### config.mk
export PLATFORM = sky130hd
export DESIGN_NAME = mips_multicycle_control
export DESIGN_NICKNAME = d
export VERILOG_FILES = /design/src/rtl/mips_pkg.sv /design/src/rtl/mips_alu_decoder.sv /design/src/rtl/mips_multicycle_control.sv
export SDC_FILE = /design/constraint.sdc
export NUM_CORES = 1
export LEC_CHECK = 0
export CORE_ASPECT_RATIO = 0.75
export CORE_UTILIZATION = 32
export CTS_BUF_LIST = sky130_fd_sc_hd__clkbuf_16
export CTS_CLUSTER_DIAMETER = 60
export DETAILED_ROUTE_END_ITERATION = 12
export GPL_ROUTABILITY_DRIVEN = 0
export PLACE_DENSITY = 0.66
export SYNTH_ARGS = -nofsm -noshare
export SYNTH_HDL_FRONTEND = slang
export SYNTH_SLANG_ARGS = --single-unit
### constraint.sdc
create_clock -name clk -period 2.1 [get_ports clk]
set_input_delay 0.42 -clock clk [delete_from_list [all_inputs] [get_ports clk]]
set_output_delay 0.42 -clock clk [all_outputs]
set_load 0.02 [all_outputs]
### src/rtl/mips_pkg.sv
// Shared encodings for the multicycle MIPS control path: opcodes, functs,
// FSM states, ALU/mux select codes and the packed control word.
package mips_pkg;

    typedef enum logic [5:0] {
        OP_RTYPE = 6'b000000,
        OP_J     = 6'b000010,
        OP_BEQ   = 6'b000100,
        OP_ADDIU = 6'b001001,
        OP_LW    = 6'b100011,
        OP_SW    = 6'b101011,
        OP_CHECK = 6'b111111
    } opcode_t;

    typedef enum logic [5:0] {
        FN_ADD = 6'b100000,
        FN_SUB = 6'b100010,
        FN_AND = 6'b100100,
        FN_OR  = 6'b100101,
        FN_SLT = 6'b101010
    } funct_t;

    typedef enum logic [3:0] {
        S_FETCH      = 4'd0,
        S_DECODE     = 4'd1,
        S_MEM_ADDR   = 4'd2,
        S_MEM_READ   = 4'd3,
        S_MEM_WB     = 4'd4,
        S_MEM_WRITE  = 4'd5,
        S_R_EXEC     = 4'd6,
        S_R_WB       = 4'd7,
        S_BRANCH     = 4'd8,
        S_JUMP       = 4'd9,
        S_ADDIU_EXEC = 4'd10,
        S_ADDIU_WB   = 4'd11,
        S_CHECK      = 4'd12
    } state_t;

    localparam logic [2:0] ALU_ADD = 3'b010;
    localparam logic [2:0] ALU_SUB = 3'b110;
    localparam logic [2:0] ALU_AND = 3'b000;
    localparam logic [2:0] ALU_OR  = 3'b001;
    localparam logic [2:0] ALU_SLT = 3'b111;

    localparam logic [1:0] SRCB_RT    = 2'b00;
    localparam logic [1:0] SRCB_FOUR  = 2'b01;
    localparam logic [1:0] SRCB_IMM   = 2'b10;
    localparam logic [1:0] SRCB_IMMSH = 2'b11;

    localparam logic [1:0] PCS_ALU    = 2'b00;
    localparam logic [1:0] PCS_ALUOUT = 2'b01;
    localparam logic [1:0] PCS_JUMP   = 2'b10;

    // Full set of datapath controls produced each cycle.
    typedef struct packed {
        logic       pc_write;
        logic       i_or_d;
        logic       mem_read;
        logic       mem_write;
        logic       ir_write;
        logic       reg_dst;
        logic       mem_to_reg;
        logic       reg_write;
        logic       alu_src_a;
        logic [1:0] alu_src_b;
        logic [2:0] alu_ctrl;
        logic [1:0] pc_source;
        logic       check_valid;
        logic       illegal;
    } ctrl_t;

endpackage

### src/rtl/mips_alu_decoder.sv
// R-type funct to ALU control; valid_o low flags an unsupported funct.
module mips_alu_decoder
    import mips_pkg::*;
(
    input  logic [5:0] funct_i,
    output logic [2:0] alu_ctrl_o,
    output logic       valid_o
);

    // Unknown functs yield ALU_AND with valid_o low; the FSM never writes back then.
    always_comb begin
        alu_ctrl_o = ALU_AND;
        valid_o    = 1'b1;
        case (funct_t'(funct_i))
            FN_ADD:  alu_ctrl_o = ALU_ADD;
            FN_SUB:  alu_ctrl_o = ALU_SUB;
            FN_AND:  alu_ctrl_o = ALU_AND;
            FN_OR:   alu_ctrl_o = ALU_OR;
            FN_SLT:  alu_ctrl_o = ALU_SLT;
            default: valid_o    = 1'b0;
        endcase
    end

endmodule

### src/rtl/mips_multicycle_control.sv
// Multicycle control FSM: fetch/decode/execute/memory/writeback sequencing
// with a held memory request and a valid/ready check report. Only the state
// is registered; every control is decoded from state plus the gating inputs.
module mips_multicycle_control
    import mips_pkg::*;
#(
    parameter int WIDTH   = 32,
    parameter int STATE_W = 4
) (
    input  logic               clk,
    input  logic               rst_n,
    input  logic [5:0]         opcode_i,
    input  logic [5:0]         funct_i,
    input  logic               zero_i,
    input  logic               mem_ready_i,
    input  logic               check_ready_i,
    output logic               pc_write_o,
    output logic               i_or_d_o,
    output logic               mem_read_o,
    output logic               mem_write_o,
    output logic               ir_write_o,
    output logic               reg_dst_o,
    output logic               mem_to_reg_o,
    output logic               reg_write_o,
    output logic               alu_src_a_o,
    output logic [1:0]         alu_src_b_o,
    output logic [2:0]         alu_ctrl_o,
    output logic [1:0]         pc_source_o,
    output logic               check_valid_o,
    output logic               illegal_o,
    output logic [STATE_W-1:0] state_o
);

    // The FETCH step adds the constant 4, i.e. one WIDTH-bit word in bytes.
    if (WIDTH != 32) begin : g_width_chk
        $error("mips_multicycle_control: PC step of 4 assumes WIDTH == 32");
    end

    state_t     state;
    state_t     state_nxt;
    ctrl_t      ctrl;
    ctrl_t      ctrl_out;
    logic [2:0] r_alu_ctrl;
    logic       r_funct_ok;

    mips_alu_decoder u_alu_dec (
        .funct_i    (funct_i),
        .alu_ctrl_o (r_alu_ctrl),
        .valid_o    (r_funct_ok)
    );

    // State register; reset returns to FETCH and abandons the instruction.
    always_ff @(posedge clk or negedge rst_n) begin
        if (!rst_n) state <= S_FETCH;
        else        state <= state_nxt;
    end

    // Next-state and control decode.
    always_comb begin
        ctrl      = '0;
        state_nxt = state;
        case (state)
            S_FETCH: begin
                ctrl.mem_read  = 1'b1;
                ctrl.alu_src_b = SRCB_FOUR;
                ctrl.alu_ctrl  = ALU_ADD;
                ctrl.pc_source = PCS_ALU;
                if (mem_ready_i) begin
                    ctrl.ir_write = 1'b1;
                    ctrl.pc_write = 1'b1;
                    state_nxt     = S_DECODE;
                end
            end
            S_DECODE: begin
                // Branch target is precomputed into ALUOut here.
                ctrl.alu_src_b = SRCB_IMMSH;
                ctrl.alu_ctrl  = ALU_ADD;
                case (opcode_t'(opcode_i))
                    OP_LW, OP_SW: state_nxt = S_MEM_ADDR;
                    OP_RTYPE:     state_nxt = S_R_EXEC;
                    OP_BEQ:       state_nxt = S_BRANCH;
                    OP_J:         state_nxt = S_JUMP;
                    OP_ADDIU:     state_nxt = S_ADDIU_EXEC;
                    OP_CHECK:     state_nxt = S_CHECK;
                    default: begin
                        ctrl.illegal = 1'b1;
                        state_nxt    = S_FETCH;
                    end
                endcase
            end
            S_MEM_ADDR: begin
                ctrl.alu_src_a = 1'b1;
                ctrl.alu_src_b = SRCB_IMM;
                ctrl.alu_ctrl  = ALU_ADD;
                state_nxt      = (opcode_i == OP_SW) ? S_MEM_WRITE : S_MEM_READ;
            end
            S_MEM_READ: begin
                ctrl.mem_read = 1'b1;
                ctrl.i_or_d   = 1'b1;
                if (mem_ready_i) state_nxt = S_MEM_WB;
            end
            S_MEM_WB: begin
                ctrl.mem_to_reg = 1'b1;
                ctrl.reg_write  = 1'b1;
                state_nxt       = S_FETCH;
            end
            S_MEM_WRITE: begin
                ctrl.mem_write = 1'b1;
                ctrl.i_or_d    = 1'b1;
                if (mem_ready_i) state_nxt = S_FETCH;
            end
            S_R_EXEC: begin
                ctrl.alu_src_a = 1'b1;
                ctrl.alu_src_b = SRCB_RT;
                ctrl.alu_ctrl  = r_alu_ctrl;
                ctrl.illegal   = ~r_funct_ok;
                state_nxt      = r_funct_ok ? S_R_WB : S_FETCH;
            end
            S_R_WB: begin
                ctrl.reg_dst   = 1'b1;
                ctrl.reg_write = 1'b1;
                state_nxt      = S_FETCH;
            end
            S_BRANCH: begin
                ctrl.alu_src_a = 1'b1;
                ctrl.alu_src_b = SRCB_RT;
                ctrl.alu_ctrl  = ALU_SUB;
                ctrl.pc_source = PCS_ALUOUT;
                ctrl.pc_write  = zero_i;
                state_nxt      = S_FETCH;
            end
            S_JUMP: begin
                ctrl.pc_source = PCS_JUMP;
                ctrl.pc_write  = 1'b1;
                state_nxt      = S_FETCH;
            end
            S_ADDIU_EXEC: begin
                ctrl.alu_src_a = 1'b1;
                ctrl.alu_src_b = SRCB_IMM;
                ctrl.alu_ctrl  = ALU_ADD;
                state_nxt      = S_ADDIU_WB;
            end
            S_ADDIU_WB: begin
                ctrl.reg_write = 1'b1;
                state_nxt      = S_FETCH;
            end
            S_CHECK: begin
                // Valid stays up until the bench accepts it.
                ctrl.check_valid = 1'b1;
                if (check_ready_i) state_nxt = S_FETCH;
            end
            default: state_nxt = S_FETCH;
        endcase
    end

    // Reset gates every output combinationally so requests drop at once.
    assign ctrl_out = rst_n ? ctrl : ctrl_t'('0);

    assign pc_write_o    = ctrl_out.pc_write;
    assign i_or_d_o      = ctrl_out.i_or_d;
    assign mem_read_o    = ctrl_out.mem_read;
    assign mem_write_o   = ctrl_out.mem_write;
    assign ir_write_o    = ctrl_out.ir_write;
    assign reg_dst_o     = ctrl_out.reg_dst;
    assign mem_to_reg_o  = ctrl_out.mem_to_reg;
    assign reg_write_o   = ctrl_out.reg_write;
    assign alu_src_a_o   = ctrl_out.alu_src_a;
    assign alu_src_b_o   = ctrl_out.alu_src_b;
    assign alu_ctrl_o    = ctrl_out.alu_ctrl;
    assign pc_source_o   = ctrl_out.pc_source;
    assign check_valid_o = ctrl_out.check_valid;
    assign illegal_o     = ctrl_out.illegal;
    assign state_o       = rst_n ? STATE_W'(state) : '0;

endmodule
### Word-level counts from Yosys, hierarchy flattened

Index checks and enable logic that the tools add are counted.

| word-level totals | value |
|---|---|
| word-level logic and storage cells | 67 |
| RAM bits | 0 |
| ROM bits | 0 |
| memories kept | 0 |
| bits in registers | 4 |
| output and inout bits | 22 |
| latch bits | 0 |

| operators by class | value |
|---|---|
| equality and inequality tests | 27 |
| multiplexer cells | 27 |
| $add $sub $neg | 0 |
| shifts and indexed selects | 0 |
| divide/modulo/power cells | 0 |
| order comparisons | 0 |
| bitwise operators | 1 |
| reduce and logical (&&, ||, !) cells | 11 |
| multipliers | 0 |

Operators by type and width:

| cell | count |
|---|---|
| equality test 6 bit, second input constant | 8 |
| one-hot mux 4 bit (8 select lines) | 1 |
| one-hot mux 5 bit (5 select lines) | 1 |
| one-hot mux 4 bit (6 select lines) | 1 |
| equality test 4 bit, second input constant | 5 |
| two-way mux 4 bit | 5 |
| two-way mux 18 bit | 1 |
| equality test 4 x 3 -> 1 bit, second input constant | 4 |
| two-way mux 1 bit | 12 |
| one-hot mux 3 bit (4 select lines) | 1 |
| equality test 4 x 2 -> 1 bit, second input constant | 2 |
| != test 2 bit, second input constant | 4 |
| OR reduction 2 bit | 4 |
| OR reduction 7 bit | 1 |
| equality test 6 x 2 -> 1 bit, second input constant | 1 |
| equality test 6 x 3 -> 1 bit, second input constant | 1 |
| equality test 6 x 4 -> 1 bit, second input constant | 1 |
| logical NOT 6 bit | 1 |
| two-way mux 3 bit | 2 |
| OR reduction 5 bit | 1 |
| equality test 4 x 1 -> 1 bit, second input constant | 1 |
| logical NOT 4 bit | 1 |
| one-hot mux 2 bit (2 select lines) | 1 |
| AND reduction 4 bit | 1 |
| other kinds (5) | 5 |

### Longest topological paths before layout

Gate-level depths: netlist (run 1).

| depth | value |
|---|---|
| word-level depth | 6 |
| mapped depth | 6 |
| mapped depth without buffers | 4 |

### Hierarchy

A second synthesis (run 1) with hierarchy kept.

| second synthesis, totals | value |
|---|---|
| cell total of the unflattened synthesis | 124 |
| area total of the unflattened synthesis | 859.6 µm² |

Modules (own cells, without submodules):

| module | cells each | sequential area each (µm²) | area an instance (µm²) | instances |
|---|---|---|---|---|
| mips_multicycle_control | 115 | 100.1 | 788.3 | 1 |
| mips_alu_decoder | 9 | 0.0 | 71.3 | 1 |

### Least setup slack after synthesis (run 1)

Ideal clock, no wire load.

| timing path | value |
|---|---|
| kind | register -> output |
| start point | register state[2] |
| end point | output illegal_o |
| cell stages (with the launch flop) | 6 |
| arrival | 1.731 ns |
| required time | 1.680 ns |
| path slack | -0.051 ns |
| cell sequence | dfrtp_1 -> clkbuf_2 -> nand2b_1 -> nor3_1 -> o211ai_1 -> o32ai_1 |

| between the ends | value |
|---|---|
| cells in the longest elaborated chain, start to end | 3 |

RTL lines:

| item | line | source |
|---|---|---|
| start: declaration | mips_multicycle_control.sv:39 | `state_t state;` |
| start signal: assignment | mips_multicycle_control.sv:55 | `else state <= state_nxt;` |
| equality test 4 x 3 -> 1 bit or equality test 4 x 1 -> 1 bit (tied branches) | mips_multicycle_control.sv:62 | `case (state)` |
| one-hot mux 1 bit (2 select lines) (*) | mips_multicycle_control.sv:62 |  |
| two-way mux 18 bit (*) | mips_multicycle_control.sv:157 | `assign ctrl_out = rst_n ? ctrl : ctrl_t'('0);` |
| end: declaration | mips_multicycle_control.sv:30 | `output logic illegal_o,` |

Every way passes the cells marked *; elsewhere a longest branch is shown, timed or not.

### Final worst setup path (run 1)

| timing path | value |
|---|---|
| start point | input funct_i[0] |
| end point | output illegal_o |

| between the ends | value |
|---|---|
| cells in the longest elaborated chain, start to end | 6 |

RTL lines:

| item | line | source |
|---|---|---|
| start: declaration | mips_multicycle_control.sv:13 | `input logic [5:0] funct_i,` |
| equality test 6 bit | mips_alu_decoder.sv:14 | `case (funct_t'(funct_i))` |
| OR reduction 5 bit (no source line) (*) | - |  |
| two-way mux 1 bit (*) | mips_alu_decoder.sv:14 |  |
| NOT 1 bit (*) | mips_multicycle_control.sv:116 | `ctrl.illegal = ~r_funct_ok;` |
| one-hot mux 1 bit (2 select lines) (*) | mips_multicycle_control.sv:62 |  |
| two-way mux 18 bit (*) | mips_multicycle_control.sv:157 |  |

Marks and branches as above.

==> results of run 1 <==
==> cells in the mapped netlist (2+ instances only) <==
cell      count  area [um2]
a21oi_1       6       30.03
and2_1        3       18.77
buf_2         4       20.02
clkbuf_1      4       15.01
clkbuf_2      3       15.01
dfrtp_1       4       100.1
inv_1         4       15.01
nand2_1       8       30.03
nand2b_1     11       68.82
nand3_1       3       15.01
nand3b_1      3       22.52
nor2_1       13       48.80
nor2b_1       3       18.77
nor3_1       13       65.06
nor4_1        3       18.77
o211ai_1      2       15.01
o21a_1        4       30.03
o21ai_0       5       25.02
o311ai_0      2       17.52
o31ai_1       2       15.01
o32ai_1       2       17.52
==> placed cells by master (no fill, tap or decap), types with 4 or more instances in the layout <==
| cell type | instances |
|---|---|
| inv_1 | 4 |
| nand2_1 | 8 |
| o21a_1 | 4 |
| dlygate4sd2_1 | 18 |
| nor2_1 | 12 |
| nand2b_1 | 10 |
| nor3_1 | 10 |
| o21ai_0 | 5 |
| a21oi_1 | 6 |
| dlymetal6s2s_1 | 6 |
| clkdlybuf4s50_1 | 6 |
| buf_4 | 40 |
==> per-layer routing <==
metal	wire [um]	share of wire [%]	global-route usage (%)	vias to the layer above
met5	0	0	0	-
met4	6	0.20	2.791	0
met3	188	6.2	4.871	2
met2	1444	47	37.53	45
met1	1402	46	31.03	534
li1	-	-	-	575
==> final cells by class <==
type	instances	area [um2]
sequential	4	101.3
clock buffer	3	75.07
inverter	4	15.01
fill	212	793.3
multi-input combinational	101	674.4
tap	34	42.54
timing repair buffer	75	625.6
==> through the flow <==
stage | TNS (ns) | setup slack [ns]
2_1_floorplan | 0 | 0.08722
3_3_place_gp | -7.929 | -0.5517
6_report | 0 | 0.02236
5_1_grt | -0.06192 | -0.03704
4_1_cts | -0.1846 | -0.1846
3_5_place_dp | -8.299 | -0.5706
==> how the worst max path moves through the flow <==
stage                            from       endpoint  slack [ns]  cells past startpoint
after floorplan              state[3]  alu_ctrl_o[0]        0.09                      4
after global placement    opcode_i[0]      illegal_o       -0.55                      6
after detailed placement  opcode_i[3]      illegal_o       -0.57                      6
after CTS                 opcode_i[3]      illegal_o       -0.18                      6
after global routing       funct_i[0]      illegal_o       -0.04                      5
final                      funct_i[0]      illegal_o        0.02                      5
==> timing repair <==
item	in CTS	in global routing
resized for setup	44	25
endpoints found under the setup margin	22	11
pin swaps	3	5
==> logic make-up (layout without fill, tap and decap cells) <==
| kind of cell | after synthesis | count (layout) |
|---|---|---|
| buf+inv | 16 | 82 |
| xor+xnor | 2 | 2 |
| simple gates | 68 | 68 |
| compound gates | 30 | 30 |
| mux | 1 | 1 |
| flops | 4 | 4 |
==> power by group through the flow <==
stage / sequential (W) / clock (W) / combinational, W
CTS: 0.000143 / 0.000295 / 0.000788
global route: 0.000150 / 0.000302 / 0.000879
finish: 0.000146 / 0.000291 / 0.000813
detailed placement: 0.000141 / 0 / 0.000833
floorplan: 0.000108 / 0 / 0.000483
global placement: 0.000142 / 0 / 0.000825
==> impl_metrics.prom, run 1 <==
# TYPE chip_impl_metric gauge
chip_impl_info{name="run_status",value="finished, final reports clean"} 1
chip_impl_metric{name="synth-xor-area-share",unit="%"} 2.205
chip_impl_metric{name="detailroute.via_count",unit=""} 1156
chip_impl_metric{name="cts_max_level",unit=""} 1
chip_impl_metric{name="worst_setup_hold_path_clk_slew",unit="ns"} 0.03
chip_impl_metric{name="maxCapViolations",unit=""} 0
chip_impl_info{name="layout_top_registers",value="state x4"} 1
chip_impl_metric{name="seq_area_frac_synth",unit="%"} 12.60
chip_impl_metric{name="rows",unit=""} 15
chip_impl_metric{name="placeableCoreArea",unit="mm2"} 0.002327
chip_impl_metric{name="clock_sink_count",unit=""} 4
chip_impl_metric{name="finalClockSkew",unit="ns"} 0.001663
chip_impl_metric{name="synth-compound-area-share",unit="%"} 26.77
chip_impl_metric{name="max_freq",unit="GHz"} 0.4813
chip_impl_info{name="top_register",value="state"} 1
chip_impl_metric{name="syn_nets",unit=""} 138
chip_impl_metric{name="grt_max_degree",unit=""} 13
chip_impl_metric{name="placement.cell_area",unit="mm2"} 0.001439
chip_impl_metric{name="worst_path_largest_cell_delay",unit="ns"} 0.46
chip_impl_metric{name="routed_wl",unit="mm"} 3.042
chip_impl_metric{name="synthesized_instance_count",unit=""} 121
chip_impl_info{name="holdCritPathClass",value="primary input to asynchronous set/reset pin"} 1
chip_impl_metric{name="final.hold.worst_slack",unit="ns"} 0.3100
chip_impl_metric{name="die_width",unit="um"} 59.54
chip_impl_metric{name="vias_per_cell",unit=""} 5.231
chip_impl_metric{name="yosys_register_bits",unit=""} 4
chip_impl_metric{name="critical_path.n_buffers_inverters",unit=""} 2
chip_impl_metric{name="yosysWarningCount",unit=""} 0
chip_impl_metric{name="power.share.clock",unit="%"} 23.3
chip_impl_metric{name="cts_setup_buffers",unit=""} 0
chip_impl_info{name="synth_top_family_by_area",value="simple AND/OR/NAND/NOR gates"} 1
chip_impl_metric{name="place_inst",unit=""} 218
chip_impl_metric{name="cell_count_of_the_worst_reg_to_reg_path",unit=""} 7
chip_impl_metric{name="synth_edf_count",unit=""} 0
chip_impl_metric{name="floorplan.io_pins",unit=""} 39
chip_impl_metric{name="tritoncts.num_buffers",unit=""} 3
chip_impl_info{name="tritoncts",value="yes"} 1
chip_impl_info{name="timing.rr.end",value="state[2]"} 1
chip_impl_info{name="r2r_start",value="state[2]"} 1
chip_impl_metric{name="first_global_vias",unit=""} 1018
chip_impl_metric{name="synth.avg_cell_area",unit="um2"} 6.566
chip_impl_metric{name="netSwitchingFraction",unit="%"} 42.16
chip_impl_info{name="critical_path.endpoint_type",value="primary output"} 1
chip_impl_metric{name="n_antenna_cell",unit=""} 0
chip_impl_metric{name="combinationalPowerShare",unit="%"} 65.0
chip_impl_metric{name="timing_max_transition_violations_final",unit=""} 0
chip_impl_metric{name="post-route-min-period",unit="ns"} 2.078
chip_impl_metric{name="synth.mux.area_fraction",unit="%"} 1.417
chip_impl_metric{name="numPortBuffers",unit=""} 38
chip_impl_metric{name="area_share_of_and_or_nand_nor_cells_after_synthesis",unit="%"} 47.40
chip_impl_metric{name="cellLeakagePower",unit="nW"} 0.7638
chip_impl_metric{name="synth-adder-area-share",unit="%"} 0
chip_impl_metric{name="grt_usage",unit="%"} 22.59
chip_impl_metric{name="worst-path-max-fanout",unit=""} 3
chip_impl_metric{name="cts_hold_buffers",unit=""} 0
chip_impl_info{name="root_buffer",value="clkbuf_16"} 1
chip_impl_metric{name="clockBufferDepth",unit=""} 2
chip_impl_metric{name="utilization",unit="%"} 65.91
chip_impl_metric{name="die-height",unit="um"} 45.15
chip_impl_metric{name="internal-power",unit="W"} 0.0007231
chip_impl_metric{name="globalRouteOverflowTotal",unit=""} 0
chip_impl_metric{name="critical_path_arrival",unit="ns"} 1.66
chip_impl_info{name="ys.flop_type",value="dfrtp_1"} 1
chip_impl_info{name="cpMaxStageDelayCell",value="clkdlybuf4s50_1"} 1
chip_impl_metric{name="area_growth_syn_to_layout",unit="%"} 93.07
chip_impl_metric{name="transition_at_the_pin_with_the_smallest_max_transition_slack",unit="ns"} 0.4156
chip_impl_metric{name="net-switching-power",unit="W"} 0.0005270
chip_impl_metric{name="layoutNonFillerInstCount",unit=""} 221
chip_impl_metric{name="worst-endpoint-required",unit="ns"} 1.68
chip_impl_metric{name="post-route-drc-count",unit=""} 0
chip_impl_metric{name="avgRoutedWirePerCell",unit="um"} 13.76
chip_impl_metric{name="pwr-share-seq",unit="%"} 11.7
chip_impl_metric{name="total_non_filler_cell_area_in_the_finished_layout",unit="mm2"} 0.001534
chip_impl_metric{name="max-vdd-ir-drop",unit="mV"} 0.3927
chip_impl_info{name="startpoint_type",value="primary input"} 1
chip_impl_metric{name="headroom_to_the_max_slew_limit",unit="%"} 71.94
chip_impl_metric{name="final_layout_size_suffix_gt1_share",unit="%"} 31.55
chip_impl_metric{name="fraction_of_synthesis_flops_using_an_asynchronous_set_or_reset_pin",unit="%"} 100.0
chip_impl_metric{name="floorplan.die_area",unit="mm2"} 0.002688
chip_impl_metric{name="global_route_wire_length_before_repair",unit="mm"} 4.526
chip_impl_metric{name="netlist_area",unit="um2"} 794.5
chip_impl_metric{name="final_net_count",unit=""} 206
chip_impl_metric{name="timing.final.crit_share",unit="%"} 98.94
chip_impl_metric{name="detailedPlacementHpwl",unit="mm"} 2.339
chip_impl_metric{name="setup.reg_to_reg.worst_slack",unit="ns"} 0.47
chip_impl_metric{name="initial_util",unit="%"} 34.14
chip_impl_metric{name="synth_cell_type_count",unit=""} 40
chip_impl_metric{name="firstDrtPassIters",unit=""} 4
chip_impl_metric{name="antenna_left",unit=""} 0
chip_impl_info{name="timing.critical_path.cells",value="clkdlybuf4s50_1 > mux2_2 > nor3_2 > o32ai_2 > buf_4"} 1
chip_impl_info{name="unrepaired_setup_endpoints_after_global_routing",value="yes"} 1
chip_impl_metric{name="antenna_violations_before_repair",unit=""} 0
chip_impl_metric{name="clkLatencyLatePin",unit="ns"} 0.22
chip_impl_metric{name="power_density",unit="mW/mm2"} 815.0
chip_impl_metric{name="final-setup-viol-count",unit=""} 0
chip_impl_info{name="worst-setup-path-type",value="primary input to primary output"} 1
chip_impl_metric{name="hold_viol_final",unit=""} 0
chip_impl_metric{name="detail_route.iter0.violations",unit=""} 47
chip_impl_metric{name="largest_reg_flops",unit=""} 4
chip_impl_metric{name="power.total",unit="W"} 0.001250
chip_impl_info{name="timing.critical_path.max_delay_family",value="buffers and inverters"} 1
(Power assumes the default switching activity.)
==> run 2, diff against run 1 <==
--- a/config.mk
+++ b/config.mk
@@ -9,9 +9,11 @@
 export CORE_UTILIZATION = 32
 export CTS_BUF_LIST = sky130_fd_sc_hd__clkbuf_16
 export CTS_CLUSTER_DIAMETER = 60
+export CTS_CLUSTER_SIZE = 16
 export DETAILED_ROUTE_END_ITERATION = 12
 export GPL_ROUTABILITY_DRIVEN = 0
 export PLACE_DENSITY = 0.66
+export SKIP_LAST_GASP = 1
 export SYNTH_ARGS = -nofsm -noshare
 export SYNTH_HDL_FRONTEND = slang
 export SYNTH_SLANG_ARGS = --single-unit
==> impl_metrics.prom, run 2 (synthesis results as in run 1) <==
# TYPE chip_impl_metric gauge
chip_impl_metric{name="cts_hold_buffers",unit=""} 0
chip_impl_metric{name="vias_per_cell",unit=""} 5.367
chip_impl_info{name="critical_path.endpoint_type",value="primary output"} 1
chip_impl_metric{name="worst-path-max-fanout",unit=""} 3
chip_impl_metric{name="globalRouteOverflowTotal",unit=""} 0
chip_impl_info{name="worst-setup-path-type",value="primary input to primary output"} 1
chip_impl_metric{name="timing.final.crit_share",unit="%"} 98.93
chip_impl_metric{name="headroom_to_the_max_slew_limit",unit="%"} 71.61
chip_impl_info{name="startpoint_type",value="primary input"} 1
chip_impl_metric{name="floorplan.die_area",unit="mm2"} 0.002688
chip_impl_metric{name="area_growth_syn_to_layout",unit="%"} 92.76
chip_impl_metric{name="setup.reg_to_reg.worst_slack",unit="ns"} 0.45
chip_impl_metric{name="routed_wl",unit="mm"} 3.071
chip_impl_metric{name="final_net_count",unit=""} 206
chip_impl_metric{name="floorplan.io_pins",unit=""} 39
chip_impl_info{name="layout_commonest_cell",value="buf_4"} 1
chip_impl_metric{name="placeableCoreArea",unit="mm2"} 0.002327
chip_impl_info{name="layout_top_registers",value="state x4"} 1
chip_impl_metric{name="final.hold.worst_slack",unit="ns"} 0.3100
chip_impl_metric{name="clkLatencyLatePin",unit="ns"} 0.22
chip_impl_metric{name="cts_max_level",unit=""} 1
chip_impl_info{name="r2r_start",value="state[2]"} 1
chip_impl_info{name="root_buffer",value="clkbuf_16"} 1
chip_impl_info{name="holdCritPathClass",value="primary input to asynchronous set/reset pin"} 1
chip_impl_metric{name="post-route-min-period",unit="ns"} 2.078
chip_impl_metric{name="maxCapViolations",unit=""} 0
chip_impl_metric{name="detail_route.iter0.violations",unit=""} 51
chip_impl_metric{name="cellLeakagePower",unit="nW"} 0.7649
chip_impl_metric{name="worst_path_largest_cell_delay",unit="ns"} 0.45
chip_impl_info{name="run_status",value="finished, final reports clean"} 1
chip_impl_metric{name="power.total",unit="W"} 0.001249
chip_impl_metric{name="clock_sink_count",unit=""} 4
chip_impl_info{name="tritoncts",value="yes"} 1
chip_impl_metric{name="final.fill_count",unit=""} 212
chip_impl_metric{name="antenna_left",unit=""} 0
chip_impl_metric{name="finalClockSkew",unit="ns"} 0.001745
chip_impl_info{name="timing.rr.end",value="state[2]"} 1
chip_impl_metric{name="global_route_wire_length_before_repair",unit="mm"} 4.512
chip_impl_metric{name="power_density",unit="mW/mm2"} 815.4
chip_impl_metric{name="numPortBuffers",unit=""} 38
chip_impl_metric{name="max-vdd-ir-drop",unit="mV"} 0.3924
chip_impl_info{name="cpMaxStageDelayCell",value="clkdlybuf4s50_1"} 1
chip_impl_info{name="layout.cells.most_common_list",value="40 x buf_4, 18 x dlygate4sd2_1, 13 x nor2_1"} 1
chip_impl_metric{name="post-route-drc-count",unit=""} 0
chip_impl_metric{name="final-setup-viol-count",unit=""} 0
chip_impl_info{name="unrepaired_setup_endpoints_after_global_routing",value="yes"} 1
chip_impl_metric{name="detailedPlacementHpwl",unit="mm"} 2.339
chip_impl_metric{name="timing_max_transition_violations_final",unit=""} 0
chip_impl_metric{name="grt_max_degree",unit=""} 13
chip_impl_metric{name="final_layout_size_suffix_gt1_share",unit="%"} 31.02
chip_impl_metric{name="hold_viol_final",unit=""} 0
chip_impl_metric{name="tritoncts.num_buffers",unit=""} 3
chip_impl_metric{name="detailroute.via_count",unit=""} 1186
chip_impl_metric{name="first_global_vias",unit=""} 1018
chip_impl_metric{name="cell_count_of_the_worst_reg_to_reg_path",unit=""} 7
chip_impl_metric{name="critical_path_arrival",unit="ns"} 1.66
chip_impl_metric{name="transition_at_the_pin_with_the_smallest_max_transition_slack",unit="ns"} 0.4205
chip_impl_metric{name="worst_setup_hold_path_clk_slew",unit="ns"} 0.03
chip_impl_metric{name="clockBufferDepth",unit=""} 2
chip_impl_metric{name="avgRoutedWirePerCell",unit="um"} 13.90
chip_impl_metric{name="die_width",unit="um"} 59.54
chip_impl_info{name="timing.critical_path.cells",value="clkdlybuf4s50_1 > nor2_1 > nand4bb_1 > a21oi_1 > o21a_1 > buf_2"} 1
chip_impl_metric{name="n_antenna_cell",unit=""} 0
chip_impl_metric{name="grt_usage",unit="%"} 22.53
chip_impl_metric{name="firstDrtPassIters",unit=""} 4
chip_impl_metric{name="max_freq",unit="GHz"} 0.4813
chip_impl_metric{name="antenna_violations_before_repair",unit=""} 0
chip_impl_metric{name="cts_setup_buffers",unit=""} 0
chip_impl_metric{name="rows",unit=""} 15
chip_impl_metric{name="initial_util",unit="%"} 34.14
chip_impl_metric{name="worst-endpoint-required",unit="ns"} 1.68
chip_impl_info{name="top_register",value="state"} 1
chip_impl_metric{name="largest_reg_flops",unit=""} 4
chip_impl_metric{name="die-height",unit="um"} 45.15
[run 2: changes by cell type in the layout (fill, tap and decap cells not counted)]
cell    previous run  this run
nor2_1            12        13
nor2_2             1         0
[run 2: layout make-up]
type	instances	area, um2	area share [%]
multi-input combinational	101	671.9	43.87
timing repair buffer	75	625.6	40.85
sequential	4	101.3	6.618
tap	34	42.54	2.778
clock buffer	3	75.07	4.902
inverter	4	15.01	0.9804
[run 2: power by group]
part	internal [W]	leakage, nW	switching (W)
clock	0.000243	0.0370	0.0000480
sequential	0.000101	0.0519	0.0000454
combinational	0.000378	0.676	0.000434
[run 2: worst max-delay path by stage]
stage | endpoint | slack, ns | start
global placement | illegal_o | -0.55 | opcode_i[0]
finish | alu_ctrl_o[1] | 0.02 | funct_i[0]
floorplan | alu_ctrl_o[0] | 0.09 | state[3]
global route | alu_ctrl_o[1] | -0.02 | funct_i[5]
detailed placement | illegal_o | -0.57 | opcode_i[3]
CTS | illegal_o | -0.19 | opcode_i[3]
[run 2: worst max-delay path: cells and delay by family]
family	cells	cell delay, ns
AOI/OAI and AO/OA	2	0.30
buffers and inverters	2	0.60
and+or+nand+nor	2	0.34
[run 2: timing repair]
item                                    4_1_cts  5_1_grt
pin swaps                                     1        7
endpoints found under the setup margin       22       11
resized for setup                            44       24
[run 2: through the flow]
stage / cells / setup TNS [ns] / setup slack, ns / utilization (%) / instance area, um2
5_1_grt: 221 / -0.03402 / -0.02148 / 65.81 / 1531
6_report: 221 / 0 / 0.02237 / 65.81 / 1531
2_1_floorplan: 121 / 0 / 0.08722 / - / 799.5
4_1_cts: 221 / -0.1942 / -0.1942 / 63.98 / 1489
3_5_place_dp: 218 / -8.299 / -0.5706 / 61.83 / 1439
3_3_place_gp: 218 / -7.929 / -0.5517 / 61.83 / 1439
[run 2: per-layer routing]
layer	global-route usage (%)	wire (um)	vias to the layer above	part of all wire, %
li1	-	-	575	-
met1	30.86	1380	559	45
met2	37.53	1486	50	48
met3	4.871	197	2	6.4
met4	2.791	6	0	0.20
met5	0	0	-	0
==> run 3, diff against run 2 <==
--- a/config.mk
+++ b/config.mk
@@ -6,13 +6,14 @@
 export NUM_CORES = 1
 export LEC_CHECK = 0
 export CORE_ASPECT_RATIO = 0.75
-export CORE_UTILIZATION = 32
+export CORE_UTILIZATION = 43
 export CTS_BUF_LIST = sky130_fd_sc_hd__clkbuf_16
 export CTS_CLUSTER_DIAMETER = 60
 export CTS_CLUSTER_SIZE = 16
 export DETAILED_ROUTE_END_ITERATION = 12
 export GPL_ROUTABILITY_DRIVEN = 0
-export PLACE_DENSITY = 0.66
+export MAX_ROUTING_LAYER = met4
+export PLACE_DENSITY = 0.85
 export SKIP_LAST_GASP = 1
 export SYNTH_ARGS = -nofsm -noshare
 export SYNTH_HDL_FRONTEND = slang
==> impl_metrics.prom, run 3 (synthesis results as in run 1) <==
# TYPE chip_impl_metric gauge
chip_impl_metric{name="clock_sink_count",unit=""} 4
chip_impl_metric{name="avgRoutedWirePerCell",unit="um"} 22.47
chip_impl_metric{name="die_width",unit="um"} 51.64
chip_impl_metric{name="final-setup-viol-count",unit=""} 6
chip_impl_metric{name="grt_usage",unit="%"} 44.06
chip_impl_metric{name="largest_reg_flops",unit=""} 4
chip_impl_info{name="top_register",value="state"} 1
chip_impl_metric{name="setup_ws",unit="ns"} -0.1556
chip_impl_metric{name="floorplan.io_pins",unit=""} 39
chip_impl_metric{name="worst_setup_hold_path_clk_slew",unit="ns"} 0.03
chip_impl_metric{name="routed_wl",unit="mm"} 4.854
chip_impl_metric{name="place_inst",unit=""} 208
chip_impl_metric{name="firstDrtPassIters",unit=""} 5
chip_impl_metric{name="finalClockSkew",unit="ns"} 0.002633
chip_impl_metric{name="hold_viol_final",unit=""} 0
chip_impl_metric{name="tritoncts.num_buffers",unit=""} 3
chip_impl_metric{name="utilization",unit="%"} 92.09
chip_impl_metric{name="post-route-drc-count",unit=""} 0
chip_impl_info{name="layout_top_registers",value="state x4"} 1
chip_impl_metric{name="final.fill_count",unit=""} 72
chip_impl_metric{name="timing.final.crit_share",unit="%"} 107.4
chip_impl_info{name="run_status",value="complete, but fails checks"} 1
chip_impl_metric{name="critical_path.n_buffers_inverters",unit=""} 2
chip_impl_metric{name="netSwitchingFraction",unit="%"} 45.77
chip_impl_metric{name="cts_max_level",unit=""} 1
chip_impl_metric{name="antenna_left",unit=""} 0
chip_impl_metric{name="clkLatencyLatePin",unit="ns"} 0.23
chip_impl_metric{name="placement.cell_area",unit="mm2"} 0.001439
chip_impl_metric{name="transition_at_the_pin_with_the_smallest_max_transition_slack",unit="ns"} 0.5396
chip_impl_info{name="holdCritPathClass",value="primary input to asynchronous set/reset pin"} 1
chip_impl_metric{name="power.share.clock",unit="%"} 21.0
chip_impl_metric{name="combinationalPowerShare",unit="%"} 67.0
chip_impl_info{name="layout.cells.most_common_list",value="46 x buf_4, 15 x dlygate4sd2_1, 11 x nor2_1"} 1
chip_impl_metric{name="floorplan.die_area",unit="mm2"} 0.002025
chip_impl_info{name="startpoint_type",value="flop"} 1
chip_impl_metric{name="vias_per_cell",unit=""} 6.731
chip_impl_metric{name="headroom_to_the_max_slew_limit",unit="%"} 63.57
chip_impl_info{name="unrepaired_setup_endpoints_after_global_routing",value="yes"} 1
chip_impl_metric{name="clockBufferDepth",unit=""} 2
chip_impl_metric{name="setup-tns-final",unit="ns"} -0.5550
chip_impl_metric{name="pwr-share-seq",unit="%"} 12.0
chip_impl_metric{name="cellLeakagePower",unit="nW"} 0.8222
chip_impl_info{name="failed_checks",value="setup timing"} 1
chip_impl_metric{name="final_net_count",unit=""} 213
chip_impl_metric{name="detailroute.via_count",unit=""} 1454
chip_impl_metric{name="placeableCoreArea",unit="mm2"} 0.001740
chip_impl_info{name="layout_commonest_cell",value="buf_4"} 1
chip_impl_metric{name="power.total",unit="W"} 0.001435
chip_impl_info{name="tritoncts",value="yes"} 1
chip_impl_metric{name="rows",unit=""} 13
chip_impl_info{name="worst-setup-path-type",value="flop to primary output"} 1
chip_impl_metric{name="power_density",unit="mW/mm2"} 895.1
chip_impl_metric{name="post-route-min-period",unit="ns"} 2.256
chip_impl_metric{name="maxCapViolations",unit=""} 0
chip_impl_metric{name="worst-endpoint-required",unit="ns"} 1.68
chip_impl_metric{name="antenna_violations_before_repair",unit=""} 0
chip_impl_metric{name="net-switching-power",unit="W"} 0.0006567
chip_impl_metric{name="final-seq-area",unit="um2"} 105.1
chip_impl_metric{name="initial_util",unit="%"} 45.65
chip_impl_metric{name="numPortBuffers",unit=""} 38
chip_impl_metric{name="max_freq",unit="GHz"} 0.4433
chip_impl_metric{name="global_route_wire_length_before_repair",unit="mm"} 6.072
chip_impl_info{name="critical_path.endpoint_type",value="primary output"} 1
chip_impl_info{name="timing.critical_path.cells",value="nand2b_1 > nor3_1 > buf_4 > dlygate4sd2_1"} 1
chip_impl_info{name="cpMaxStageDelayCell",value="dfrtp_2"} 1
chip_impl_metric{name="die-height",unit="um"} 39.23
chip_impl_metric{name="final_layout_size_suffix_gt1_share",unit="%"} 38.14
chip_impl_metric{name="area_growth_syn_to_layout",unit="%"} 101.7
chip_impl_metric{name="layoutNonFillerInstCount",unit=""} 216
chip_impl_metric{name="internal-power",unit="W"} 0.0007779
chip_impl_metric{name="grt_max_degree",unit=""} 10
chip_impl_metric{name="detail_route.iter0.violations",unit=""} 131
chip_impl_metric{name="timing_max_transition_violations_final",unit=""} 0
chip_impl_metric{name="first_global_vias",unit=""} 1332
chip_impl_info{name="root_buffer",value="clkbuf_16"} 1
chip_impl_metric{name="area_taken_by_multi_input_logic_gates",unit="um2"} 699.4
chip_impl_metric{name="globalRouteOverflowTotal",unit=""} 0
chip_impl_metric{name="n_antenna_cell",unit=""} 0
chip_impl_metric{name="critical_path_arrival",unit="ns"} 1.84
chip_impl_metric{name="max-vdd-ir-drop",unit="mV"} 0.7792
chip_impl_metric{name="worst_path_largest_cell_delay",unit="ns"} 0.47
chip_impl_info{name="timing.critical_path.max_delay_family",value="simple AND/OR/NAND/NOR gates"} 1
chip_impl_metric{name="total_non_filler_cell_area_in_the_finished_layout",unit="mm2"} 0.001603
chip_impl_metric{name="detailedPlacementHpwl",unit="mm"} 2.766
chip_impl_metric{name="worst-path-max-fanout",unit=""} 8
==> run 3: final timing paths <==
kind,startpoint,end,slack (ns),cells past startpoint
worst max-delay path,state[2],pc_source_o[0],-0.16,4
worst min-delay path,rst_n,state[2],0.41,2
worst max register to register,state[2],state[2],0.34,6
worst min register to register,state[3],state[0],0.80,2
max in group asynchronous,rst_n,state[0],1.56,2
min in group clk,mem_ready_i,state[0],0.71,3
==> run 3: timing repair <==
action | 4_1_cts | 5_1_grt
endpoints found under the setup margin | 22 | 15
setup buffers | 4 | 1
gates resized for setup | 61 | 26
hold buffers | 0 | 0
pin swaps | 9 | 7
==> run 3: area by class of cell <==
type                       instances  share of cell area, %
multi-input combinational        101                  43.64
timing repair buffer              82                  42.47
sequential                         4                  6.557
clock buffer                       3                  4.684
tap                               22                  1.717
inverter                           4                 0.9368
==> run 3: through the flow <==
step / setup WS (ns) / hold slack (ns)
floorplan: 0.08722 / 0.1244
global placement: -0.5527 / 0.7830
detailed placement: -0.6009 / 0.8037
CTS: 0.0001635 / 0.3734
global route: -0.1597 / 0.4011
finish: -0.1556 / 0.4087
==> run 3: power groups by stage <==
stage               registers [W]  clock network [W]  logic [W]
finish                   0.000172           0.000302   0.000961
global route             0.000171           0.000308    0.00100
CTS                      0.000157           0.000301   0.000862
detailed placement       0.000155                  0   0.000884
global placement         0.000156                  0   0.000842
floorplan                0.000108                  0   0.000483
==> run 3: metal layers <==
metal | share of wire [%] | track usage [%] | up-vias
met5 | 0 | - | -
met4 | 9.0 | 30.41 | 0
met3 | 13 | 5.490 | 57
met2 | 44 | 78.25 | 148
met1 | 34 | 47.06 | 661
li1 | - | - | 588
